==> config.mk <==
export PLATFORM = sky130hd
export DESIGN_NAME = cache_traffic_generator
export DESIGN_NICKNAME = d
export VERILOG_FILES = /design/src/rtl/cache_traffic_generator.sv
export SDC_FILE = /design/constraint.sdc
export NUM_CORES = 1
export LEC_CHECK = 0
export CORE_MARGIN = 1
export CORE_UTILIZATION = 47
export DETAILED_ROUTE_END_ITERATION = 12
export PLACE_DENSITY = 0.78
export SYNTH_ARGS = -nofsm -noshare
export SYNTH_HDL_FRONTEND = slang
export SYNTH_SLANG_ARGS = --single-unit
==> constraint.sdc <==
create_clock -name clock_i -period 3.2 [get_ports clock_i]
set_clock_uncertainty 0.15 [all_clocks]
set_input_delay 0.64 -clock clock_i [delete_from_list [all_inputs] [get_ports clock_i]]
set_output_delay 0.64 -clock clock_i [all_outputs]
set_load 0.01 [all_outputs]
==> src/rtl/cache_traffic_generator.sv <==
// cache_traffic_generator
//
// Synthetic core that drives the core port of cache_level_1. It issues a
// strided sequence of reads and/or writes and keeps one transaction in flight
// at a time. In write-then-verify mode it checks the read-back data.
//
// Ports:
//   clock_i, resetn_i        clock and asynchronous active-low reset
//   start_i                  launches a run when idle (ignored otherwise)
//   mode_i                   00 read, 01 write, 10 write then verify, 11 as 00
//   base_addr_i, stride_i    first byte address and byte step per transaction
//   count_i                  transactions per pass (0 = finish with no traffic)
//   busy_o, done_o           run in progress / one-cycle end-of-run pulse
//   error_o, timeout_o       sticky status of the last run
//   error_count_o            verify mismatches (saturating)
//   cycles_o                 busy cycles of the last run (saturating)
//   latency_max_o            worst read latency, 0 unless latency is enabled
//   stall_i                  cache back-pressure, holds the current request
//   core_request_o, core_wren_o, core_addr_o, core_data_o   request to cache
//   core_valid_i, core_data_i                               read response
//
// Build option: define CACHE_TRAFFIC_LATENCY_EN to build the read latency
// counter behind latency_max_o.

module cache_traffic_generator #(
   parameter int unsigned BW_CORE_ADDR_BYTE = 32,
   parameter int unsigned BW_DATA_WORD      = 32,
   parameter int unsigned BW_COUNT          = 16,
   parameter int unsigned TIMEOUT_CYCLES    = 1024,
   parameter logic [BW_DATA_WORD-1:0] DATA_KEY = 32'hA5A5_A5A5
) (
   input  logic                         clock_i,
   input  logic                         resetn_i,
   input  logic                         start_i,
   input  logic [1:0]                   mode_i,
   input  logic [BW_CORE_ADDR_BYTE-1:0] base_addr_i,
   input  logic [BW_CORE_ADDR_BYTE-1:0] stride_i,
   input  logic [BW_COUNT-1:0]          count_i,
   output logic                         busy_o,
   output logic                         done_o,
   output logic                         error_o,
   output logic                         timeout_o,
   output logic [BW_COUNT-1:0]          error_count_o,
   output logic [31:0]                  cycles_o,
   output logic [15:0]                  latency_max_o,
   input  logic                         stall_i,
   output logic                         core_request_o,
   output logic                         core_wren_o,
   output logic [BW_CORE_ADDR_BYTE-1:0] core_addr_o,
   output logic [BW_DATA_WORD-1:0]      core_data_o,
   input  logic                         core_valid_i,
   input  logic [BW_DATA_WORD-1:0]      core_data_i
);

   localparam int unsigned WaitW = (TIMEOUT_CYCLES > 2) ? $clog2(TIMEOUT_CYCLES) : 1;
   localparam logic [WaitW-1:0]    WaitLast = WaitW'(TIMEOUT_CYCLES - 1);
   localparam logic [WaitW-1:0]    WaitOne  = WaitW'(1);
   localparam logic [BW_COUNT-1:0] CountOne = BW_COUNT'(1);

   typedef enum logic [2:0] {
      StIdle,
      StIssue,
      StWaitRd,
      StNext,
      StPass2,
      StDone
   } state_e;

   state_e                         state_q, state_d;
   logic [1:0]                     mode_q;
   logic                           pass_q;     // 1 = verify pass of mode 10
   logic [BW_CORE_ADDR_BYTE-1:0]   base_q, stride_q, acc_q;
   logic [BW_COUNT-1:0]            count_q, idx_q;
   logic [WaitW-1:0]               wait_q;
   logic                           done_q, error_q, timeout_q;
   logic [BW_COUNT-1:0]            error_count_q;
   logic [31:0]                    cycles_q;

   logic                           is_write, verify, issue, accept, last, wait_last;
   logic                           rsp, rsp_mismatch;
   logic [BW_CORE_ADDR_BYTE-1:0]   addr_aligned;
   logic [BW_DATA_WORD-1:0]        pattern;

   assign is_write     = (mode_q == 2'b01) || ((mode_q == 2'b10) && !pass_q);
   assign verify       = (mode_q == 2'b10) && pass_q;
   assign issue        = (state_q == StIssue);
   assign accept       = issue && !stall_i;
   assign addr_aligned = {acc_q[BW_CORE_ADDR_BYTE-1:2], 2'b00};
   assign pattern      = BW_DATA_WORD'(addr_aligned) ^ DATA_KEY;
   assign last         = ({1'b0, idx_q} + {1'b0, CountOne}) == {1'b0, count_q};
   assign wait_last    = (wait_q == WaitLast);

   // A response in the acceptance cycle counts; otherwise only WAIT_RD listens.
   assign rsp          = core_valid_i &&
                         ((accept && !is_write) || (state_q == StWaitRd));
   assign rsp_mismatch = rsp && verify && (core_data_i != pattern);

   always_comb begin
      state_d = state_q;
      unique case (state_q)
         StIdle: begin
            if (start_i) state_d = (count_i == '0) ? StDone : StIssue;
         end
         StIssue: begin
            if (!stall_i) state_d = (is_write || core_valid_i) ? StNext : StWaitRd;
         end
         StWaitRd: begin
            if (core_valid_i)   state_d = StNext;
            else if (wait_last) state_d = StDone;
         end
         StNext: begin
            if (!last)                              state_d = StIssue;
            else if ((mode_q == 2'b10) && !pass_q)  state_d = StPass2;
            else                                    state_d = StDone;
         end
         StPass2: state_d = StIssue;
         StDone:  state_d = StIdle;
         default: state_d = StIdle;
      endcase
   end

   always_ff @(posedge clock_i or negedge resetn_i) begin
      if (!resetn_i) begin
         state_q <= StIdle;
      end else begin
         state_q <= state_d;
      end
   end

   always_ff @(posedge clock_i or negedge resetn_i) begin
      if (!resetn_i) begin
         mode_q        <= 2'b00;
         pass_q        <= 1'b0;
         base_q        <= '0;
         stride_q      <= '0;
         acc_q         <= '0;
         count_q       <= '0;
         idx_q         <= '0;
         wait_q        <= '0;
         done_q        <= 1'b0;
         error_q       <= 1'b0;
         timeout_q     <= 1'b0;
         error_count_q <= '0;
         cycles_q      <= '0;
      end else begin
         // done_o trails the DONE state by one cycle, when busy_o is already low
         done_q <= (state_q == StDone);
         if ((state_q != StIdle) && (cycles_q != 32'hFFFF_FFFF)) begin
            cycles_q <= cycles_q + 32'd1;
         end
         unique case (state_q)
            StIdle: begin
               if (start_i) begin
                  mode_q        <= (mode_i == 2'b11) ? 2'b00 : mode_i;
                  pass_q        <= 1'b0;
                  base_q        <= base_addr_i;
                  stride_q      <= stride_i;
                  acc_q         <= base_addr_i;
                  count_q       <= count_i;
                  idx_q         <= '0;
                  error_q       <= 1'b0;
                  timeout_q     <= 1'b0;
                  error_count_q <= '0;
                  cycles_q      <= '0;
               end
            end
            StIssue: begin
               if (accept) wait_q <= '0;
            end
            StWaitRd: begin
               if (!core_valid_i) begin
                  wait_q <= wait_q + WaitOne;
                  if (wait_last) begin
                     timeout_q <= 1'b1;
                     error_q   <= 1'b1;
                  end
               end
            end
            StNext: begin
               idx_q <= idx_q + CountOne;
               acc_q <= acc_q + stride_q;
            end
            StPass2: begin
               idx_q  <= '0;
               acc_q  <= base_q;
               pass_q <= 1'b1;
            end
            default: ;
         endcase
         if (rsp_mismatch) begin
            error_q <= 1'b1;
            if (error_count_q != '1) error_count_q <= error_count_q + CountOne;
         end
      end
   end

`ifdef CACHE_TRAFFIC_LATENCY_EN
   logic [15:0] lat_cnt_q, lat_max_q;

   // lat_cnt_q holds the latency a response would have if it arrived this cycle.
   always_ff @(posedge clock_i or negedge resetn_i) begin
      if (!resetn_i) begin
         lat_cnt_q <= '0;
         lat_max_q <= '0;
      end else begin
         if ((state_q == StIdle) && start_i) begin
            lat_max_q <= '0;
         end
         if (accept && !is_write) begin
            lat_cnt_q <= 16'd1;
         end else if (state_q == StWaitRd) begin
            if (core_valid_i) begin
               if (lat_cnt_q > lat_max_q) lat_max_q <= lat_cnt_q;
            end else if (lat_cnt_q != 16'hFFFF) begin
               lat_cnt_q <= lat_cnt_q + 16'd1;
            end
         end
      end
   end

   assign latency_max_o = lat_max_q;
`else
   assign latency_max_o = '0;
`endif

   assign busy_o         = (state_q != StIdle);
   assign done_o         = done_q;
   assign error_o        = error_q;
   assign timeout_o      = timeout_q;
   assign error_count_o  = error_count_q;
   assign cycles_o       = cycles_q;
   assign core_request_o = issue;
   assign core_wren_o    = issue && is_write;
   assign core_addr_o    = issue ? addr_aligned : '0;
   assign core_data_o    = (issue && is_write) ? pattern : '0;

endmodule
Yosys cells after proc, flatten, opt, wreduce, memory -nomap -nowiden
Cells that the tools add are included.
{ "op_classes": {"add_sub_neg": 6, "mul": 0, "div": 0, "n_lt_le_gt_ge": 0, "n_eq_ne": 22, "n_shift": 0, "n_mux": 32, "bitwise": 1, "reduce_logical": 30} }
{ "ops": {"columns": ["op", "count"], "rows": [
  ["$mux 32", 6],
  ["$pmux 32 s3", 1],
  ["$mux 16", 5],
  ["$pmux 16 s3", 1],
  ["$add 16x1->16 const B", 2],
  ["$add 32x1->32 const B", 1],
  ["$add 32x32->32", 1],
  ["$ne 32x32->1", 1],
  ["$ne 32x32->1 const B", 1],
  ["$mux 10", 2],
  ["$pmux 10 s2", 1],
  ["$mux 3", 6],
  ["$add 16x1->17 const B", 1],
  ["$eq 17x16->1", 1],
  ["$logic_not 16->1", 1],
  ["$ne 16x16->1 const B", 1],
  ["$not 16->16", 1],
  ["$pmux 3 s5", 1],
  ["$ne 3x3->1 const B", 4],
  ["$add 10x1->10 const B", 1],
  ["$eq 10x10->1 const B", 1],
  ["$logic_and 1x1->1", 9],
  ["$reduce_bool 3->1", 3],
  ["$ne 2x2->1 const B", 4],
  ["other kinds (16)", 35]
]} }
{ "totals": {"reg_bits": 195, "latchBits": 0, "ram_bits": 0, "rom_bits": 0, "out_inout_bits": 134, "wordCells": 105, "n_memories": 0} }

Longest topological paths before layout
Gate-level depths: netlist of run 1.
{ "depth": {"ltp_word": 11, "mapped_depth": 10, "ltp_nobuf": 10} }

Worst setup path before layout of run 1
No wires, ideal clock.
{ "synth_path": {"path_kind": "flip-flop to flip-flop", "start": "reg stride_q[0]", "end": "reg acc_q[24]", "setup_ns": 0.120, "t_arrival_ns": 2.733, "required_time_ns": 2.930, "setup_slack_ns": 0.197, "path_stages_with_launch": 11, "n_path_buf": 0, "period_less_slack_ns": 3.003, "path_cell_list": "dfrtp_1 -> ha_1 -> fa_1 -> a211oi_1 -> o21ai_1 -> nand3_1 -> o211ai_1 -> o311a_1 -> o21a_1 -> or3_1 -> a31o_2"} }
{ "synth_via": {"elab_chain_cells": 2} }
{ "synth_lines": {"columns": ["item", "line", "text"], "rows": [
  ["from (decl)", "72", "logic [BW_CORE_ADDR_BYTE-1:0] base_q, stride_q, acc_q;"],
  ["from (signal assigned)", "157", "stride_q <= stride_i;"],
  ["$add 32x32->32", "181", "acc_q <= acc_q + stride_q;"],
  ["$pmux 32 s3", "151", "unique case (state_q)"],
  ["to (signal assigned)", "158", "acc_q <= base_addr_i;"],
  ["to (signal assigned)", "181", null],
  ["to (signal assigned)", "185", "acc_q <= base_q;"],
  ["to (decl)", "72", null]
]} }
Every way passes these cells.
A chain may end at the register's enable or synchronous reset.

Worst setup path in the final report of run 1
Ends and elaborated chain as after synthesis.

==> impl_metrics.env, run 1 <==
export IMPL_dieArea_um2=25260
export IMPL_drc_errors=0
export IMPL_grt_overflow_total=0
export IMPL_hold_viol=0
export IMPL_wl_per_cell_um=17.32
export IMPL_seq_area_um2=4882
export IMPL_htreeDepth=4
export IMPL_rows=57
export IMPL_reg2reg_depth=10
export IMPL_cts_hold_buf=0
export IMPL_port_buffers=233
export IMPL_vdd_drop_max_mv=0.3915
export IMPL_tritoncts="built"
export IMPL_root_buffer="clkbuf_16"
export IMPL_power_leakage_uw=0.006870
export IMPL_dpl_cell_area_um2=14540
export IMPL_gp_congestion=0.9553
export IMPL_r2r_start="stride_q[0]"
export IMPL_ys_types=71
export IMPL_yosys_warnings=0
export IMPL_cts_sinks=195
export IMPL_synth_ff_type="dfrtp_1"
export IMPL_fmax_mhz=322.2
export IMPL_r2r_setup_slack_ns=0.1
export IMPL_yosys_area_share_simple_pct=26.87
export IMPL_worstSetupStartpointType="flip-flop"
export IMPL_grt_start_max_net_pins=82
export IMPL_grt_pass1_wl_mm=55.08
export IMPL_synth_compound_area_share_pct=13.49
export IMPL_yosys_area_share_xor_xnor_pct=8.247
export IMPL_drt_total_wl_mm=34.44
export IMPL_muxShareOfSynthArea_pct=1.092
export IMPL_nets=1806
export IMPL_crit_path_end_kind="flip-flop"
export IMPL_drt_pass1_iterations=5
export IMPL_cp_max_fo=5
export IMPL_drv_slew=0
export IMPL_worst_pin_slew_ns=0.7106
export IMPL_maxCapViolations=0
export IMPL_synth_seq_cells=195
export IMPL_netlist_area_um2=11580
export IMPL_setup_tns_final_ns=0
export IMPL_outcome="complete, no violations"
export IMPL_grt_total_usage_pct=27.32
export IMPL_syn_area_per_cell_um2=8.292
export IMPL_dp_hpwl_mm=24.78
export IMPL_vias=10880
export IMPL_r2r_end="acc_q[24]"
export IMPL_cts_clk_slew_worst_paths_ns=0.07
export IMPL_clk_path_buf_depth=2
export IMPL_synth_area_leader_cell="dfrtp_1"
export IMPL_slew_headroom_pct=52.26
export IMPL_synth_fa_ha_area_share_pct=3.956
export IMPL_vias_per_cell=5.470
export IMPL_synth_top_area_share_pct=42.15
export IMPL_hold_class="in -> async"
export IMPL_cts_buffers=17
export IMPL_synth_top_family_by_area="simple AND/OR/NAND/NOR gates"
export IMPL_die_h_um=158.9
export IMPL_arrival_ns=3.28
export IMPL_area_delta_synth_final_pct=31.54
export IMPL_ys_seq_area_share_pct=42.15
export IMPL_cp_required_ns=3.37
export IMPL_fin_crit_ns=3.104
export IMPL_multi_input_area_um2=6326
export IMPL_grt_pass1_vias=10660
export IMPL_synthTopCellsByArea="dfrtp_1 (42%), nand2_1 (11%), nor2_1 (4.4%), xnor2_1 (4.3%), xor2_1 (3.9%)"
export IMPL_start_util_pct=47.74
export IMPL_postRouteAntennaNets=0
export IMPL_synth_edf_count=0
export IMPL_worstSkewPairLatency_ns=0.44
export IMPL_finalInstanceArea_um2=15230
export IMPL_drive_above_1_share_pct=7.452
export IMPL_io_pins=253
export IMPL_coreArea_um2=24250
export IMPL_async_flop_share_pct=100.0
export IMPL_setup_viol=0
export IMPL_drt_initial_drc_count=707
export IMPL_fillCellCount=2060
export IMPL_synthCells=1396
export IMPL_period_share_pct=97.00
export IMPL_worst_setup_path_type="reg -> reg"
export IMPL_die_x_um=158.9
export IMPL_antenna_found_initial=2
export IMPL_cellPowerDensity_nw_per_um2=912.5
## state kept, by name (all words and copies together), names as in the netlist
signal	flops
error_count_o	16
timeout_o	1
idx_q	16
state_q	3
done_o	1
pass_q	1
mode_q	2
stride_q	32
cycles_o	32
error_o	1
acc_q	32
wait_q	10
base_q	32
count_q	16
## where the power goes
group / internal [µW] / switching, µW / leakage [µW] / total [µW]
sequential: 3260 / 680 / 0.00251 / 3940
clock: 1290 / 994 / 0.000296 / 2280
combinational: 3440 / 4230 / 0.00407 / 7670
total: 7990 / 5910 / 0.00687 / 13900
## kinds of logic (layout without fill, tap and decap cells)
family,Yosys count,after routing
compound gates,253,253
xor+xnor,109,109
fa+ha+maj,36,36
buf+inv,106,356
flops,195,195
mux,12,12
other cells,1,20
simple gates,684,684
## routing by layer
layer | GRT usage, % | share of wire, %
met5 | 0 | 0.038
met1 | 33.92 | 42
met2 | 45.91 | 47
met3 | 7.033 | 7.4
met4 | 10.01 | 2.9
## repair_timing
item	4_1_cts	5_1_grt
resized for setup	6	8
endpoints found under the setup margin	15	36
setup buffers	0	3
hold endpoints to repair	0	0
pin swaps	0	4
## cells in the mapped netlist (all sizes together), types with 19 or more instances
| library cell | count |
|---|---|
| a21oi | 58 |
| a31oi | 19 |
| and2 | 50 |
| buf | 29 |
| clkbuf | 47 |
| dfrtp | 195 |
| ha | 35 |
| inv | 30 |
| nand2 | 336 |
| nand3 | 30 |
| nand4 | 22 |
| nor2 | 136 |
| nor3 | 23 |
| o21ai | 84 |
| or3 | 20 |
| xnor2 | 57 |
| xor2 | 52 |
## metrics by stage
stage	utilization, %	worst slack, ns	std cells	hold WS [ns]	power (µW)
finish	62.80	0.09608	1989	0.1009	13890
global route	62.80	-0.02732	1989	0.1444	14910
CTS	62.61	0.01664	1985	0.1293	13830
detailed placement	59.96	-0.3650	1953	0.3122	11460
floorplan	-	0.1968	1414	0.1944	8655
global placement	59.96	-0.2549	1953	0.3075	11300
## critical path, stage by stage (launching register included)
cell and delay, ns:
dfrtp_1 0.38, ha_1 0.23, fa_2 0.36, a211oi_2 0.27, o21ai_2 0.10, nand3_1 0.11, o211ai_1 0.19, o311a_1 0.43
o21a_1 0.21, or3_1 0.31, a31o_2 0.25
## how the worst max path moves through the flow
stage                    start           endpoint  slack (ns)  cells after the start
3_3_place_gp   core_data_i[18]  error_count_o[11]       -0.25                     11
6_report           stride_q[0]          acc_q[24]         0.1                     10
4_1_cts             state_q[1]    core_data_o[14]        0.02                      7
2_1_floorplan      stride_q[0]          acc_q[24]        0.20                     10
3_5_place_dp   core_data_i[18]  error_count_o[13]       -0.36                     11
5_1_grt            stride_q[0]          acc_q[24]       -0.03                     10
## layout make-up
cell class / instances / share of cell area (%)
tap: 324 / 2.662
timing repair buffer: 294 / 18.87
clock buffer: 20 / 2.999
inverter: 30 / 0.7395
sequential: 195 / 32.06
antenna: 1 / 0.01643
clock inverter: 12 / 1.101
multi-input combinational: 1113 / 41.54
## placed cells by master (no fill, tap or decap), types with 8 or more instances in the layout
master and instances:
a21o_1 13, a21oi_1 58, a31oi_1 19, and2_1 49, and3_1 15, buf_4 55
clkbuf_16 17, clkdlybuf4s50_1 230, conb_1 19, dfrtp_1 193, ha_1 34, inv_1 29
nand2_1 335, nand2b_1 8, nand3_1 30, nand4_1 20, nor2_1 133, nor3_1 22
nor4_1 13, o211ai_1 8, o21ai_0 81, o22ai_1 12, or3_1 20, xnor2_1 57
xor2_1 52
Power figures use the tool's default switching activity.
==> run 2, diff against run 1 <==
--- a/config.mk
+++ b/config.mk
@@ -9,6 +9,8 @@
 export CORE_UTILIZATION = 47
 export DETAILED_ROUTE_END_ITERATION = 12
 export PLACE_DENSITY = 0.78
+export RECOVER_POWER = 50
+export SLEW_MARGIN = 20
 export SYNTH_ARGS = -nofsm -noshare
 export SYNTH_HDL_FRONTEND = slang
 export SYNTH_SLANG_ARGS = --single-unit
==> impl_metrics.env, run 2 (synthesis gave the netlist of run 1 again) <==
export IMPL_outcome="finished, violations left"
export IMPL_violations="max-capacitance violations, max-slew violations"
export IMPL_fillCellCount=2068
export IMPL_htreeDepth=4
export IMPL_crit_path_cell_trace="ha_1 -> fa_2 -> a211oi_2 -> o21ai_2 -> nand3_1 -> o211ai_1 -> o311a_1 -> o21a_1 -> or3_1 -> a31o_2"
export IMPL_drc_errors=0
export IMPL_maxCapViolations=1
export IMPL_worstSkewPairLatency_ns=0.44
export IMPL_worstSetupStartpointType="flip-flop"
export IMPL_cp_max_fo=5
export IMPL_coreArea_um2=24250
export IMPL_path_buf_inv=0
export IMPL_seq_area_um2=4882
export IMPL_power_frac_comb_pct=55.1
export IMPL_fin_crit_ns=3.091
export IMPL_multi_input_area_um2=6326
export IMPL_drt_pass1_iterations=5
export IMPL_dp_hpwl_mm=24.78
export IMPL_grt_start_max_net_pins=82
export IMPL_drv_slew=81
export IMPL_fmax_mhz=323.5
export IMPL_root_buffer="clkbuf_16"
export IMPL_setup_viol=0
export IMPL_power_internal_uw=7956
export IMPL_finalInstanceArea_um2=15180
export IMPL_dpl_cell_area_um2=14540
export IMPL_worst_setup_path_type="reg -> reg"
export IMPL_area_delta_synth_final_pct=31.12
export IMPL_grt_total_usage_pct=27.32
export IMPL_grt_overflow_total=0
export IMPL_gp_congestion=0.9553
export IMPL_holdWs_ns=0.3257
export IMPL_port_buffers=233
export IMPL_power_leakage_uw=0.006979
export IMPL_drive_above_1_share_pct=7.091
export IMPL_tritoncts="built"
export IMPL_cellPowerDensity_nw_per_um2=912.7
export IMPL_io_pins=253
export IMPL_cp_required_ns=3.37
export IMPL_cts_sinks=195
export IMPL_postRouteAntennaNets=0
export IMPL_wl_per_cell_um=17.30
export IMPL_die_h_um=158.9
export IMPL_start_util_pct=47.74
export IMPL_vias=10880
export IMPL_cts_hold_buf=0
export IMPL_crit_path_end_kind="flip-flop"
export IMPL_seqPwrFrac_pct=28.4
export IMPL_die_x_um=158.9
export IMPL_drt_initial_drc_count=715
export IMPL_grt_pass1_wl_mm=55.08
export IMPL_hold_class="reg -> reg"
export IMPL_pwr_share_clk_pct=16.5
export IMPL_hold_viol=0
export IMPL_switching_share_pct=42.57
export IMPL_vdd_drop_max_mv=0.3915
export IMPL_layout_commonest_cell="nand2_1"
export IMPL_rows=57
export IMPL_slowest_delay_ns=0.43
export IMPL_switchingPower_uw=5898
export IMPL_period_share_pct=96.60
export IMPL_antenna_found_initial=2
export IMPL_crit_family="compound AO/OA/AOI/OAI gates"
export IMPL_clk_path_buf_depth=2
export IMPL_dieArea_um2=25260
export IMPL_final_cell_mix="nand2_1 (335), dfrtp_1 (193), clkdlybuf4s50_1 (187)"
export IMPL_slew_headroom_pct=-43.25
export IMPL_arrival_ns=3.26
export IMPL_slowest_stage="o311a_1"
export IMPL_nets=1806
export IMPL_grt_pass1_vias=10660
export IMPL_vias_per_cell=5.471
export IMPL_cts_clk_slew_worst_paths_ns=0.08
export IMPL_r2r_setup_slack_ns=0.11
export IMPL_drt_total_wl_mm=34.41
export IMPL_cts_buffers=17
export IMPL_worst_pin_slew_ns=2.149
==> run 2: metal layers <==
metal	GRT usage [%]	wire, µm	vias to the layer above
met3	7.033	2739	59
met4	10.01	968	2
li1	-	-	5232
met2	45.91	16340	376
met5	0	13	-
met1	33.92	14350	5213
==> run 2: power groups by stage <==
stage	Sequential (µW)	Clock (µW)	Combinational, µW
detailed placement	3970	0	7490
floorplan	3800	0	4860
CTS	3940	2310	7580
finish	3930	2280	7640
global route	4020	2410	8440
global placement	3940	0	7360
==> run 2: path summary, 6_finish.rpt <==
check	start	to	cells after the start
min	base_q[6]	base_q[6]	2
max in group asynchronous	resetn_i	acc_q[11]	2
max	stride_q[0]	acc_q[24]	10
min in group asynchronous	resetn_i	count_q[8]	1
min reg2reg	base_q[6]	base_q[6]	2
max reg2reg	stride_q[0]	acc_q[24]	10
==> run 2: layout make-up <==
type	instances	area share, %
clock buffer	20	3.009
sequential	195	32.17
tap	324	2.671
clock inverter	12	1.105
timing repair buffer	294	18.61
antenna	1	0.01649
multi-input combinational	1113	41.68
inverter	30	0.7419
==> run 2: worst min-delay path, stage by stage (launching register included) <==
cell     delay (ns)
dfrtp_1        0.34
nand2_1        0.05
nand2_1        0.05
==> run 2: repair_timing <==
item,4_1_cts,5_1_grt
pin swaps,0,4
buffers inserted,0,3
gates resized for setup,6,8
endpoints found under the setup margin,15,36
==> run 2: per-stage QoR <==
| stage | setup slack (ns) | util [%] | setup TNS [ns] | total power (µW) | cells |
|---|---|---|---|---|---|
| after floorplan | 0.1968 | - | 0 | 8655 | 1414 |
| after global placement | -0.2549 | 59.96 | -1.114 | 11300 | 1953 |
| after detailed placement | -0.3650 | 59.96 | -1.766 | 11460 | 1953 |
| after CTS | 0.01664 | 62.61 | 0 | 13830 | 1985 |
| after global routing | -0.02732 | 62.60 | -0.02732 | 14870 | 1989 |
| final | 0.1087 | 62.60 | 0 | 13850 | 1989 |
==> run 3, diff against run 2 <==
--- a/config.mk
+++ b/config.mk
@@ -5,10 +5,11 @@
 export SDC_FILE = /design/constraint.sdc
 export NUM_CORES = 1
 export LEC_CHECK = 0
+export CAP_MARGIN = 20
 export CORE_MARGIN = 1
-export CORE_UTILIZATION = 47
+export CORE_UTILIZATION = 52
 export DETAILED_ROUTE_END_ITERATION = 12
-export PLACE_DENSITY = 0.78
+export PLACE_DENSITY = 0.82
 export RECOVER_POWER = 50
 export SLEW_MARGIN = 20
 export SYNTH_ARGS = -nofsm -noshare
==> constraint.sdc (replaced) <==
create_clock -name clock_i -period 3.5 [get_ports clock_i]
set_clock_uncertainty 0.15 [all_clocks]
set_input_delay 0.7 -clock clock_i [delete_from_list [all_inputs] [get_ports clock_i]]
set_output_delay 0.7 -clock clock_i [all_outputs]
set_load 0.01 [all_outputs]
==> impl_metrics.env, run 3 (synthesis gave the netlist of run 1 again) <==
export IMPL_root_buffer="clkbuf_16"
export IMPL_clk_path_buf_depth=2
export IMPL_dieArea_um2=22860
export IMPL_vdd_drop_max_mv=0.4440
export IMPL_slowest_delay_ns=0.46
export IMPL_finalInstanceArea_um2=14870
export IMPL_worst_pin_slew_ns=2.225
export IMPL_cp_max_fo=5
export IMPL_cp_required_ns=3.70
export IMPL_fmax_mhz=294.6
export IMPL_drive_above_1_share_pct=5.549
export IMPL_fin_crit_ns=3.395
export IMPL_worstSetupStartpointType="flip-flop"
export IMPL_nets=1782
export IMPL_die_x_um=151.2
export IMPL_slowest_stage="o311a_1"
export IMPL_drc_errors=0
export IMPL_grt_total_usage_pct=29.83
export IMPL_area_delta_synth_final_pct=28.48
export IMPL_coreArea_um2=21820
export IMPL_violations="max-capacitance violations, max-slew violations"
export IMPL_drt_total_wl_mm=33.30
export IMPL_port_buffers=233
export IMPL_rows=54
export IMPL_outcome="finished, violations left"
export IMPL_worst_setup_path_type="reg -> reg"
export IMPL_vias_per_cell=5.654
export IMPL_dp_slack_ns=-0.08480
export IMPL_setup_slack_ns=0.1053
export IMPL_final_cell_mix="nand2_1 (335), dfrtp_1 (195), clkdlybuf4s50_1 (195)"
export IMPL_arrival_ns=3.59
export IMPL_cts_sinks=195
export IMPL_die_h_um=151.2
export IMPL_cts_clk_slew_worst_paths_ns=0.08
export IMPL_dp_hpwl_mm=24.10
export IMPL_antenna_found_initial=1
export IMPL_cellPowerDensity_nw_per_um2=829.3
export IMPL_worstSkewPairLatency_ns=0.45
export IMPL_slew_headroom_pct=-48.33
export IMPL_setup_viol=0
export IMPL_io_pins=253
export IMPL_fillCellCount=1804
export IMPL_hold_viol=0
export IMPL_layout_commonest_cell="nand2_1"
export IMPL_hold_class="reg -> reg"
export IMPL_cts_hold_buf=0
export IMPL_period_share_pct=96.99
export IMPL_gp_congestion=0.9811
export IMPL_rsz0062_at_grt="false"
export IMPL_grt_pass1_vias=10310
export IMPL_cts_buffers=17
export IMPL_drt_pass1_iterations=5
export IMPL_maxCapViolations=1
export IMPL_wl_per_cell_um=17.34
export IMPL_dpl_cell_area_um2=14280
export IMPL_postRouteAntennaNets=0
export IMPL_start_util_pct=53.04
export IMPL_power_leakage_uw=0.006803
export IMPL_grt_pass1_wl_mm=52.80
export IMPL_htreeDepth=4
export IMPL_crit_path_cell_trace="ha_1 -> fa_1 -> a211oi_2 -> o21ai_1 -> nand3_1 -> o211ai_1 -> o311a_1 -> o21a_1 -> or3_1 -> a31o_2"
export IMPL_crit_path_end_kind="flip-flop"
export IMPL_vias=10860
export IMPL_setup_tns_final_ns=0
export IMPL_grt_overflow_total=0
export IMPL_post_route_util_pct=68.15
export IMPL_drt_initial_drc_count=788
export IMPL_drv_slew=86
export IMPL_grt_start_max_net_pins=87
export IMPL_tritoncts="built"
## run 3: routing by layer
metal / track usage [%] / vias up / share of wire (%)
met1: 37.56 / 5218 / 41
met3: 7.590 / 71 / 8.2
li1: - / 5183 / -
met4: 11.80 / 0 / 3.1
met5: 0 / - / 0
met2: 48.93 / 390 / 48
## run 3: cell type report
class / count / area [µm²] / share of cell area (%)
antenna: 1 / 2.502 / 0.01683
timing repair buffer: 270 / 2616 / 17.59
multi-input combinational: 1113 / 6312 / 42.44
tap: 280 / 350.3 / 2.356
clock inverter: 14 / 156.4 / 1.052
clock buffer: 18 / 439.2 / 2.953
sequential: 195 / 4880 / 32.81
inverter: 30 / 116.4 / 0.7824
## run 3: report_power, final
| part | internal [µW] | switching [µW] |
|---|---|---|
| Combinational | 2950 | 3740 |
| Sequential | 2970 | 700 |
| Clock | 980 | 992 |
## run 3: critical path, delay by kind of cell (launching register included)
family / cells / cell delay [ns]
AO/OA/AOI/OAI: 6 / 1.65
AND/OR/NAND/NOR: 2 / 0.44
flip-flops: 1 / 0.38
adder cells (fa/ha/maj): 2 / 0.68
## run 3: worst paths after layout
| kind | startpoint | end | slack, ns | cells after the start |
|---|---|---|---|---|
| setup reg to reg | stride_q[0] | acc_q[24] | 0.11 | 10 |
| max in group asynchronous | resetn_i | acc_q[4] | 0.64 | 2 |
| min in group asynchronous | resetn_i | count_q[10] | 0.73 | 1 |
| setup / recovery | stride_q[0] | acc_q[24] | 0.11 | 10 |
| hold reg to reg | base_q[8] | base_q[8] | 0.33 | 2 |
| hold / removal | base_q[8] | base_q[8] | 0.33 | 2 |
## run 3: repair_timing
| item | 4_1_cts | 5_1_grt |
|---|---|---|
| resized for setup | 0 | 2 |
| setup endpoints to repair | 0 | 18 |
| setup buffers | 0 | 1 |
## run 3: per-stage QoR
step                instances  hold slack (ns)  total power (µW)
floorplan                1414           0.2544              7913
global placement         1887           0.3067             10020
detailed placement       1887           0.3127             10210
CTS                      1919           0.1751             12260
global route             1921           0.3457             13220
finish                   1921           0.3324             12330
